$ cat config.mk
export PLATFORM = sky130hd
export DESIGN_NAME = wb_timer
export DESIGN_NICKNAME = d
export VERILOG_FILES = /design/src/rtl/wb_timer.sv
export SDC_FILE = /design/constraint.sdc
export NUM_CORES = 1
export LEC_CHECK = 0
export CAP_MARGIN = 10
export CELL_PAD_IN_SITES_DETAIL_PLACEMENT = 1
export CELL_PAD_IN_SITES_GLOBAL_PLACEMENT = 1
export CORE_ASPECT_RATIO = 1.25
export CORE_MARGIN = 5
export CORE_UTILIZATION = 50
export CTS_BUF_LIST = sky130_fd_sc_hd__clkbuf_16
export DETAILED_ROUTE_END_ITERATION = 8
export PLACE_DENSITY_LB_ADDON = 0.1
export RECOVER_POWER = 50
export SLEW_MARGIN = 20
export SYNTH_ARGS = -nofsm -noshare
export SYNTH_HDL_FRONTEND = slang
export SYNTH_SLANG_ARGS = --single-unit
$ cat constraint.sdc
create_clock -name clk_i -period 8.8 [get_ports clk_i]
set_clock_uncertainty 0.2 [all_clocks]
set_input_delay 2.2 -clock clk_i [delete_from_list [all_inputs] [get_ports clk_i]]
set_output_delay 2.2 -clock clk_i [all_outputs]
set_load 0.03 [all_outputs]
$ cat src/rtl/wb_timer.sv
// wb_timer: Wishbone classic machine timer with prescaler, 64-bit compare and registered interrupt.
// Every access terminates with exactly one wait state; reads of MTIME_HI return the shadow latched by MTIME_LO.
module wb_timer #(
  parameter logic [63:0] RESET_MTIMECMP = 64'hFFFF_FFFF_FFFF_FFFF
) (
  input  logic        clk_i,
  input  logic        rst_i,
  input  logic [31:0] adr_i,
  input  logic [31:0] dat_i,
  output logic [31:0] dat_o,
  input  logic [3:0]  sel_i,
  input  logic        we_i,
  input  logic        stb_i,
  input  logic        cyc_i,
  output logic        ack_o,
  output logic        err_o,
  output logic        rty_o,
  output logic        timer_interrupt
);
  logic [63:0] mtime_q, mtime_d, cmp_q, cmp_d;
  logic [31:0] shadow_q, shadow_d, ps_q, ps_d, pre_q, pre_d, rdat_q, rdat_d, rd, ctrl_w;
  logic        en_q, en_d, ie_q, ie_d, ack_q, ack_d, err_q, err_d, irq_q, irq_d;
  logic [2:0]  a;
  logic        acc, mapped, wr, tick, unused_adr;

  function automatic logic [31:0] merge(input logic [31:0] o, input logic [31:0] n, input logic [3:0] s);
    for (int b = 0; b < 4; b++) merge[8*b+:8] = s[b] ? n[8*b+:8] : o[8*b+:8];
  endfunction

  assign a          = adr_i[4:2];
  assign unused_adr = ^{adr_i[31:5], adr_i[1:0]};
  assign mapped     = a < 3'd6;
  assign acc        = cyc_i & stb_i & ~ack_q & ~err_q;
  assign wr         = acc & we_i & mapped & |sel_i;
  assign tick       = en_q & (ps_q == pre_q);
  assign ctrl_w     = merge({30'b0, ie_q, en_q}, dat_i, sel_i);

  always_comb begin
    rd = a == 3'd0 ? mtime_q[31:0] :
         a == 3'd1 ? shadow_q :
         a == 3'd2 ? cmp_q[31:0] :
         a == 3'd3 ? cmp_q[63:32] :
         a == 3'd4 ? {30'b0, ie_q, en_q} :
         a == 3'd5 ? pre_q : 32'b0;
  end

  always_comb begin
    mtime_d  = en_q ? mtime_q + 64'(tick) : mtime_q;
    ps_d     = en_q ? (tick ? 32'b0 : ps_q + 32'd1) : ps_q;
    cmp_d    = cmp_q;
    pre_d    = pre_q;
    en_d     = en_q;
    ie_d     = ie_q;
    shadow_d = (acc & ~we_i & a == 3'd0) ? mtime_q[63:32] : shadow_q;
    // A software write to mtime wins over that cycle's increment and restarts the prescaler
    if (wr && a == 3'd0) begin
      mtime_d = {mtime_q[63:32], merge(mtime_q[31:0], dat_i, sel_i)};
      ps_d    = 32'b0;
    end
    if (wr && a == 3'd1) begin
      mtime_d = {merge(mtime_q[63:32], dat_i, sel_i), mtime_q[31:0]};
      ps_d    = 32'b0;
    end
    if (wr && a == 3'd2) cmp_d[31:0] = merge(cmp_q[31:0], dat_i, sel_i);
    if (wr && a == 3'd3) cmp_d[63:32] = merge(cmp_q[63:32], dat_i, sel_i);
    if (wr && a == 3'd4) begin
      en_d = ctrl_w[0];
      ie_d = ctrl_w[1];
    end
    if (wr && a == 3'd5) begin
      pre_d = merge(pre_q, dat_i, sel_i);
      ps_d  = 32'b0;
    end
    ack_d  = acc & mapped;
    err_d  = acc & ~mapped;
    rdat_d = (acc & ~we_i & mapped) ? rd : 32'b0;
    irq_d  = ie_q & (mtime_q >= cmp_q);
  end

  always_ff @(posedge clk_i or negedge rst_i) begin
    if (!rst_i) begin
      mtime_q  <= '0;
      cmp_q    <= RESET_MTIMECMP;
      shadow_q <= '0;
      ps_q     <= '0;
      pre_q    <= '0;
      rdat_q   <= '0;
      en_q     <= 1'b0;
      ie_q     <= 1'b0;
      ack_q    <= 1'b0;
      err_q    <= 1'b0;
      irq_q    <= 1'b0;
    end else begin
      mtime_q  <= mtime_d;
      cmp_q    <= cmp_d;
      shadow_q <= shadow_d;
      ps_q     <= ps_d;
      pre_q    <= pre_d;
      rdat_q   <= rdat_d;
      en_q     <= en_d;
      ie_q     <= ie_d;
      ack_q    <= ack_d;
      err_q    <= err_d;
      irq_q    <= irq_d;
    end
  end

  assign ack_o           = ack_q;
  assign err_o           = err_q;
  assign rty_o           = 1'b0;
  assign dat_o           = ack_q ? rdat_q : 32'b0;
  assign timer_interrupt = irq_q;
endmodule
==> results.yml, run 1 <==
status:
  run_status: "finished with violations"
  violations: "capacitance limit, slew limit"
grt:
  antenna_found_initial: 3
  grt_overflow: 0
  track_usage: 0.317
  grt_pass1_wl_mm: 84.8
  grt_pass1_vias: 14556
  grt_max_degree: 122
worst_setup_path:
  reg2reg_slack_ns: 3.59
  end_kind: "asynchronous set/reset pin"
  cp_top_family: "buffers and inverters"
  crit_type: "in2async"
  critPathMaxStageDelay_ns: 2.84
  crit_slowest_cell: "clkbuf_1"
  worstPathArrival_ns: 5.76
  cp-start-kind: "input pin"
  critPathRequiredTime_ns: 8.34
  cp_max_fo: 121
  path_cells: "buf_8, clkbuf_1"
  path_buf_inv: 2
synthesis:
  synth_seq_cells: 261
  synthMuxAreaShare: 0.0712
  ys_types: 77
  avgSynthCellArea_um2: 9.26
  synth_nets: 1788
  synth_top_family_by_area: "simple AND/OR/NAND/NOR gates"
  ys.warnings.count: 0
  synth_xor_area_frac: 0.0349
  syn_inst: 1648
  synth_fa_ha_area_frac: 0.0549
  synthSimpleGateAreaFrac: 0.193
  synth_compound_area_frac: 0.167
  yosysSeqAreaShare: 0.433
  syn-cell-area_um2: 15300
  synth_edf_count: 0
  synthFlopType: "dfrtp_1"
  async_flop_share: 1.00
clock_network:
  clk_pin_slew_ns: 0.06
  cts_resized: 0
  cts-htree-levels: 1
  cts_sinks: 261
  cts_max_path_buffers: 3
  cts_tree: "yes"
  root_buffer: "clkbuf_16"
  cts_setup_buffers: 0
  clk_latency_ns: 0.57
  cts_buffers: 29
  postCtsHoldBufs: 0
placement:
  pre_cts_ws_ns: 2.75
  io_buffers: 78
  place_congestion: 0.960
  dp_cells: 2057
  hpwl_mm: 39.0
pwr:
  netSwitchingFraction: 0.305
  pwr-share-comb: 0.164
  switchingPower_uw: 979
  seqPwrFrac: 0.462
  p_int_uw: 2230
  leakagePower_uw: 0.00756
  power_density_nw_per_um2: 186
  peakVddDrop_uv: 130
  clockPowerShare: 0.374
floorplan:
  start_util: 0.507
  dieHeight_um: 205
  floorplan.die.width_um: 166
  die_area_um2: 34100
  ioPinCount: 109
  core.rowCount: 71
  core_um2: 30100
finish:
  final_util: 0.572
  multi_input_area_um2: 8000
  nets: 1827
  drive_gt1_frac: 0.128
  final_cell_mix: "199 x nand2_1, 196 x dfrtp_1, 168 x o21ai_0"
  fin_cells: 2110
  area.sequential_um2: 6610
  area_growth_syn_to_layout_pct: 12.8
  layout_commonest_cell: "nand2_1"
  nFillCells: 3423
  diodes: 0
sta:
  hold_slack_ns: 0.313
  fin_crit_sh: 0.707
  hold_viol_final: 0
  setup_ws_ns: 2.58
  slew_headroom: -1.66
  worst_pin_slew_ns: 3.99
  grt_setup_unrepaired: "false"
  setup_viol: 0
  period_needed_ns: 6.22
  max_freq_mhz: 161
  setup_total_negative_slack_ns: 0
  drv_slew: 77
route:
  wirelength_mm: 54.9
  remaining_drc_errors: 0
  vias: 13701
  drt_iter0_markers: 1220
  via_per_inst: 6.49
  firstDrtPassIters: 5
  wl_per_cell_um: 26.0
  drtAntennaViolNets: 0
worst_hold_path:
  min_path_type: "reg2reg"
job:
  maxCapViolCount: 2
[final timing paths]
check                                   from            to  depth (start not counted)
worst min-delay path            shadow_q[22]  shadow_q[22]                          1
worst min register to register  shadow_q[22]  shadow_q[22]                          1
min in group asynchronous              rst_i    rdat_q[21]                          1
worst max-delay path                   rst_i     pre_q[18]                          2
worst max register to register      ps_q[28]   mtime_q[30]                         12
max in group clk_i                  adr_i[3]    mtime_q[3]                          9
[cells by family (layout without fill, tap and decap cells)]
kind of cell | count (synthesis) | in the layout
AND/OR/NAND/NOR | 585 | 585
AO/OA/AOI/OAI | 408 | 408
flip-flops | 261 | 261
buffers and inverters | 167 | 228
multiplexers | 99 | 99
adder cells (fa/ha/maj) | 67 | 67
XOR/XNOR | 60 | 60
other | 1 | 1
[sequential cells by signal (all words and copies together), names as in the netlist]
name,count
en_q,1
ie_q,1
shadow_q,32
ps_q,32
cmp_q,64
pre_q,32
err_o,1
timer_interrupt,1
mtime_q,64
ack_o,1
rdat_q,32
[synth_stat cells (14+ instances only)]
cell       instances  share of area
nor4_1            24         0.0098
ha_1              67          0.055
nand2_1          199          0.049
buf_2             19         0.0062
xor2_1            39          0.022
dfrtp_1          197           0.32
mux2_2            66          0.049
mux2i_1           32          0.021
a22oi_1           17         0.0084
a222oi_1          29          0.019
dfstp_2           64           0.11
nand4_1           45          0.018
o2bb2ai_1         14         0.0080
nand3_1           59          0.019
o21ai_0          168          0.055
and2_1            39          0.016
a21oi_1           82          0.027
and3_1            19         0.0078
clkbuf_1          52          0.013
a31oi_1           19         0.0078
nor2_1           111          0.027
inv_1             80          0.020
xnor2_1           20          0.011
nor3_1            36          0.012
[power by group through the flow]
stage	sequential (uW)	combinational, uW	clock, uW
4_1_cts	1480	524	1210
2_1_floorplan	1440	340	0
5_1_grt	1490	578	1270
3_3_place_gp	1490	491	0
3_5_place_dp	1500	517	0
6_report	1480	525	1200
[through the flow]
step	power (uW)	instance area, um2
final	3200	17200
after global routing	3340	17200
after CTS	3210	17200
after detailed placement	2010	16300
after global placement	1980	16300
after floorplan	1780	15300
[layer usage]
metal,vias up,global-route usage,part of all wire
met2,483,0.545,0.49
met4,6,0.149,0.051
met1,6981,0.386,0.39
li1,6060,-,-
met3,171,0.0609,0.069
met5,-,0,0.00066
[layout make-up]
| cell class | instances | area share |
|---|---|---|
| clock buffer | 29 | 0.0422 |
| clock inverter | 24 | 0.0101 |
| multi-input combinational | 1220 | 0.465 |
| tap | 401 | 0.0292 |
| sequential | 261 | 0.384 |
| timing repair buffer | 93 | 0.0517 |
| inverter | 82 | 0.0179 |
Power figures use the tool's default switching activity.
==> run 2, diff against run 1 <==
--- a/config.mk
+++ b/config.mk
@@ -10,7 +10,7 @@
 export CELL_PAD_IN_SITES_GLOBAL_PLACEMENT = 1
 export CORE_ASPECT_RATIO = 1.25
 export CORE_MARGIN = 5
-export CORE_UTILIZATION = 50
+export CORE_UTILIZATION = 42
 export CTS_BUF_LIST = sky130_fd_sc_hd__clkbuf_16
 export DETAILED_ROUTE_END_ITERATION = 8
 export PLACE_DENSITY_LB_ADDON = 0.1
==> constraint.sdc (replaced) <==
create_clock -name clk_i -period 5.3 [get_ports clk_i]
set_clock_uncertainty 0.2 [all_clocks]
set_input_delay 1.325 -clock clk_i [delete_from_list [all_inputs] [get_ports clk_i]]
set_output_delay 1.325 -clock clk_i [all_outputs]
set_load 0.03 [all_outputs]
==> run 2 against run 1 <==
Effect of this change: the run still ends with capacitance limit, slew limit left; non-clock buffer count is 30 higher; sequential share of layout area down 0.87 points; clock power is 79% higher; core utilization fell by 8.4 points; combinational power rose by 67%; sequential cell count did not move; worst setup slack got worse by 2.2 ns; critical path type is now reg2reg; critical endpoint is now mtime_q[30]; largest cell class unchanged; largest power group unchanged.
==> results.yml, run 2 (synthesis results as in run 1) <==
worst_setup_path:
  cp_max_fo: 12
  crit_slowest_cell: "or4b_1"
  cp-start-kind: "register"
  cpMostUsedCell: "ha_1"
  critPathMaxStageDelay_ns: 0.69
  path_cells: "xnor2_1, nand4_1, or4_4, nor4_4, ha_1, ha_1, nand2_1, nor3_2, nand3_1, or4b_1, o21ai_0, a21oi_1"
  worstPathArrival_ns: 5.11
  crit_type: "reg2reg"
  reg2reg_slack_ns: 0.43
  critPathRequiredTime_ns: 5.54
  end_kind: "register"
placement:
  pre_cts_ws_ns: 0.541
  io_buffers: 78
  place_congestion: 0.959
  hpwl_mm: 41.3
  dp_cells: 2165
grt:
  antenna_found_initial: 1
  grt_max_degree: 125
  grt_pass1_wl_mm: 87.8
  track_usage: 0.276
  grt_overflow: 0
  grt_pass1_vias: 14332
route:
  drt_iter0_markers: 1019
  wirelength_mm: 56.5
  vias: 13580
  firstDrtPassIters: 5
  remaining_drc_errors: 0
  wl_per_cell_um: 25.4
  via_per_inst: 6.11
  drtAntennaViolNets: 0
sta:
  slew_headroom: -0.136
  setup_total_negative_slack_ns: 0
  drv_slew: 128
  worst_pin_slew_ns: 1.70
  setup_ws_ns: 0.428
  setup_viol: 0
  hold_viol_final: 0
  hold_slack_ns: 0.310
  max_freq_mhz: 205
  grt_setup_unrepaired: "false"
  period_needed_ns: 4.87
  fin_crit_sh: 0.919
floorplan:
  floorplan.die.width_um: 180
  dieHeight_um: 223
  core.rowCount: 78
  start_util: 0.423
  ioPinCount: 109
  core_um2: 36100
  die_area_um2: 40300
clock_network:
  cts_resized: 0
  root_buffer: "clkbuf_16"
  cts-htree-levels: 1
  clk_pin_slew_ns: 0.06
  cts_max_path_buffers: 3
  postCtsHoldBufs: 0
  clk_latency_ns: 0.57
  cts_sinks: 261
  cts_setup_buffers: 0
  cts_tree: "yes"
  cts_buffers: 31
pwr:
  peakVddDrop_uv: 265
  seqPwrFrac: 0.447
  pwr-share-comb: 0.160
  leakagePower_uw: 0.00773
  netSwitchingFraction: 0.302
  p_int_uw: 3830
  switchingPower_uw: 1660
  clockPowerShare: 0.393
  power_density_nw_per_um2: 311
finish:
  top_regs: "cmp_q (64), mtime_q (64)"
  multi_input_area_um2: 7980
  layout_commonest_cell: "nand2_1"
  diodes: 0
  fin_cells: 2223
  area_growth_syn_to_layout_pct: 15.4
  area.sequential_um2: 6610
  nets: 1859
  final_util: 0.488
  final_cell_mix: "199 x nand2_1, 196 x dfrtp_1, 168 x o21ai_0"
  nFillCells: 4153
  drive_gt1_frac: 0.144
worst_hold_path:
  min_path_type: "reg2reg"
job:
  maxCapViolCount: 4
status:
  run_status: "finished with violations"
  violations: "capacitance limit, slew limit"
run 2: layout make-up:
class | instances | share of cell area
clock buffers | 31 | 0.0440
clock inverters | 26 | 0.0131
inverters | 82 | 0.0175
multi-input cells | 1220 | 0.453
flip-flops and latches | 261 | 0.375
well taps | 480 | 0.0341
repair buffers | 123 | 0.0627
run 2: power groups by stage:
stage	clock [uW]	combinational (uW)	sequential, uW
floorplan	0	565	2390
global placement	0	840	2470
detailed placement	0	874	2480
CTS	2190	882	2450
global route	2290	979	2480
finish	2150	878	2450
run 2: worst max-delay path: cells and delay by family (launching register included):
| family | cells | cell delay, ns |
|---|---|---|
| and+or+nand+nor | 7 | 3.04 |
| adders and majority gates | 2 | 0.53 |
| DFF | 1 | 0.49 |
| xor gates and xnor gates | 1 | 0.30 |
| AOI/OAI and AO/OA | 2 | 0.17 |
run 2: per-layer routing:
| metal | vias to the layer above | GRT usage | wire, um |
|---|---|---|---|
| met2 | 385 | 0.480 | 27900 |
| met1 | 6944 | 0.354 | 23700 |
| met3 | 112 | 0.0414 | 2890 |
| li1 | 6137 | - | - |
| met5 | - | 0 | 7 |
| met4 | 2 | 0.0913 | 1990 |
run 2: through the flow:
stage	total power, uW	cell area, um2
after floorplan	2950	15300
after global placement	3310	16600
after detailed placement	3350	16600
after CTS	5520	17700
after global routing	5740	17600
final	5480	17600
run 2: final timing paths:
path / startpoint / end / cells past startpoint
worst max-delay path: pre_q[13] / mtime_q[30] / 12
worst min-delay path: shadow_q[28] / shadow_q[28] / 1
worst max register to register: pre_q[13] / mtime_q[30] / 12
worst min register to register: shadow_q[28] / shadow_q[28] / 1
max in group asynchronous: rst_i / mtime_q[14] / 2
min in group asynchronous: rst_i / rdat_q[21] / 1
==> run 3, diff against run 2 <==
--- a/config.mk
+++ b/config.mk
@@ -13,8 +13,8 @@
 export CORE_UTILIZATION = 42
 export CTS_BUF_LIST = sky130_fd_sc_hd__clkbuf_16
 export DETAILED_ROUTE_END_ITERATION = 8
+export GPL_ROUTABILITY_DRIVEN = 0
 export PLACE_DENSITY_LB_ADDON = 0.1
-export RECOVER_POWER = 50
 export SLEW_MARGIN = 20
 export SYNTH_ARGS = -nofsm -noshare
 export SYNTH_HDL_FRONTEND = slang
==> run 3 against run 2 <==
Effect of this change: the run now ends clean; sequential power about the same; core utilization up 0.20 points; sequential share of layout area down 0.15 points; critical path depth unchanged; power up 0.17%; cell count unchanged; combinational power up 0.7%; sequential cell count unchanged; worst hold slack worse by 0.00092 ns; critical path type unchanged; largest power group unchanged.
==> results.yml, run 3 (synthesis results as in run 1) <==
pwr:
  leakagePower_uw: 0.00777
  p_total_uw: 5490
  peakVddDrop_uv: 265
  power_density_nw_per_um2: 311
clock_network:
  cts-htree-levels: 1
  cts_max_path_buffers: 3
  cts_buffers: 31
  root_buffer: "clkbuf_16"
  postCtsHoldBufs: 0
  cts_tree: "yes"
  clk_pin_slew_ns: 0.06
  cts_sinks: 261
  cts_setup_buffers: 0
  clk_latency_ns: 0.57
  cts_resized: 0
sta:
  period_needed_ns: 4.90
  drv_slew: 0
  setup_total_negative_slack_ns: 0
  max_freq_mhz: 204
  worst_pin_slew_ns: 0.931
  setup_viol: 0
  fin_crit_sh: 0.925
  grt_setup_unrepaired: "false"
  slew_headroom: 0.373
  hold_viol_final: 0
floorplan:
  core.rowCount: 78
  floorplan.die.width_um: 180
  ioPinCount: 109
  core_um2: 36100
  die_area_um2: 40300
  start_util: 0.423
  dieHeight_um: 223
route:
  via_per_inst: 6.11
  firstDrtPassIters: 6
  remaining_drc_errors: 0
  drt_iter0_markers: 975
  drtAntennaViolNets: 0
  wl_per_cell_um: 25.4
  vias: 13576
  wirelength_mm: 56.4
grt:
  grt_max_degree: 125
  grt_util_met2: 0.480
  use_met3: 0.0414
  top_usage_layer: "met2"
  antenna_found_initial: 1
  grt_pass1_vias: 14332
  grt_pass1_wl_mm: 87.8
  grt_use_met1: 0.354
  grt_overflow: 0
  track_usage: 0.276
worst_hold_path:
  hold_path_depth: 1
  min_path_type: "reg2reg"
worst_setup_path:
  cp-start-kind: "register"
  path_cells: "xnor2_1, nand4_1, or4_4, nor4_4, ha_1, ha_1, nand2_1, nor3_2, nand3_1, or4b_1, o21ai_0, a21oi_1"
  path_depth: 12
  path_buf_inv: 0
  worstPathArrival_ns: 5.14
  critPathMaxStageDelay_ns: 0.69
  end_kind: "register"
  crit_type: "reg2reg"
  critPathRequiredTime_ns: 5.54
  crit_slowest_cell: "or4b_1"
  r2r_cells: 12
  cpMostUsedCell: "ha_1"
  cp_top_family: "simple AND/OR/NAND/NOR gates"
  cp_max_fo: 12
finish:
  final_cell_mix: "199 x nand2_1, 196 x dfrtp_1, 168 x o21ai_0"
  top_regs: "cmp_q (64), mtime_q (64)"
  drive_gt1_frac: 0.149
  layout_commonest_cell: "nand2_1"
  nets: 1859
  nFillCells: 4147
  area_growth_syn_to_layout_pct: 15.9
  diodes: 0
job:
  maxCapViolCount: 0
placement:
  hpwl_mm: 41.3
  io_buffers: 78
status:
  run_status: "finished, final reports clean"
[run 3: changes by cell type in the layout (fill, tap and decap cells not counted)]
cell / previous run / this run
a21oi_1: 83 / 82
a21oi_2: 4 / 5
buf_12: 0 / 2
buf_4: 37 / 42
buf_8: 0 / 1
clkbuf_1: 6 / 0
clkbuf_2: 2 / 0
clkdlybuf4s50_1: 71 / 76
dlygate4sd3_1: 5 / 0
o41ai_1: 3 / 2
o41ai_2: 1 / 2
[run 3: worst register-to-register path: stages (launching register included)]
cell and delay, ns:
dfrtp_1 0.50, xnor2_1 0.32, nand4_1 0.14, or4_4 0.56
nor4_4 0.39, ha_1 0.29, ha_1 0.24, nand2_1 0.16
nor3_2 0.51, nand3_1 0.60, or4b_1 0.69, o21ai_0 0.09
a21oi_1 0.09
[run 3: layout make-up]
type | count | area, um2 | area share
timing repair buffer | 123 | 1160 | 0.0658
sequential | 261 | 6610 | 0.374
inverter | 82 | 308 | 0.0174
clock inverter | 26 | 230 | 0.0130
multi-input combinational | 1220 | 7990 | 0.452
clock buffer | 31 | 776 | 0.0439
tap | 480 | 601 | 0.0340
[run 3: where the power goes]
group          internal [uW]  total [uW]  switching (uW)
logic                    339         884             545
registers               2240        2450             212
clock network           1250        2160             905
[run 3: per-stage QoR]
stage	setup WS (ns)	instance area (um2)	cells	hold slack, ns	utilization
6_report	0.395	17700	2223	0.309	0.490
5_1_grt	0.185	17700	2223	0.322	0.490
2_1_floorplan	1.70	15300	1648	0.275	-
3_5_place_dp	0.541	16600	2165	0.295	0.461
4_1_cts	0.451	17700	2222	0.311	0.489
3_3_place_gp	0.574	16600	2165	0.288	0.461
[run 3: metal layers]
metal	up-vias	wire length (um)
met3	116	2840
li1	6133	-
met4	2	1990
met2	370	27700
met1	6955	23900
met5	-	7
[run 3: worst paths after layout]
check                             start      endpoint  slack, ns
hold reg to reg            shadow_q[28]  shadow_q[28]       0.31
setup reg to reg              pre_q[13]   mtime_q[30]       0.40
hold / removal             shadow_q[28]  shadow_q[28]       0.31
min in group asynchronous         rst_i    rdat_q[21]       0.40
setup / recovery              pre_q[13]   mtime_q[30]       0.40
max in group asynchronous         rst_i     cmp_q[11]       3.37
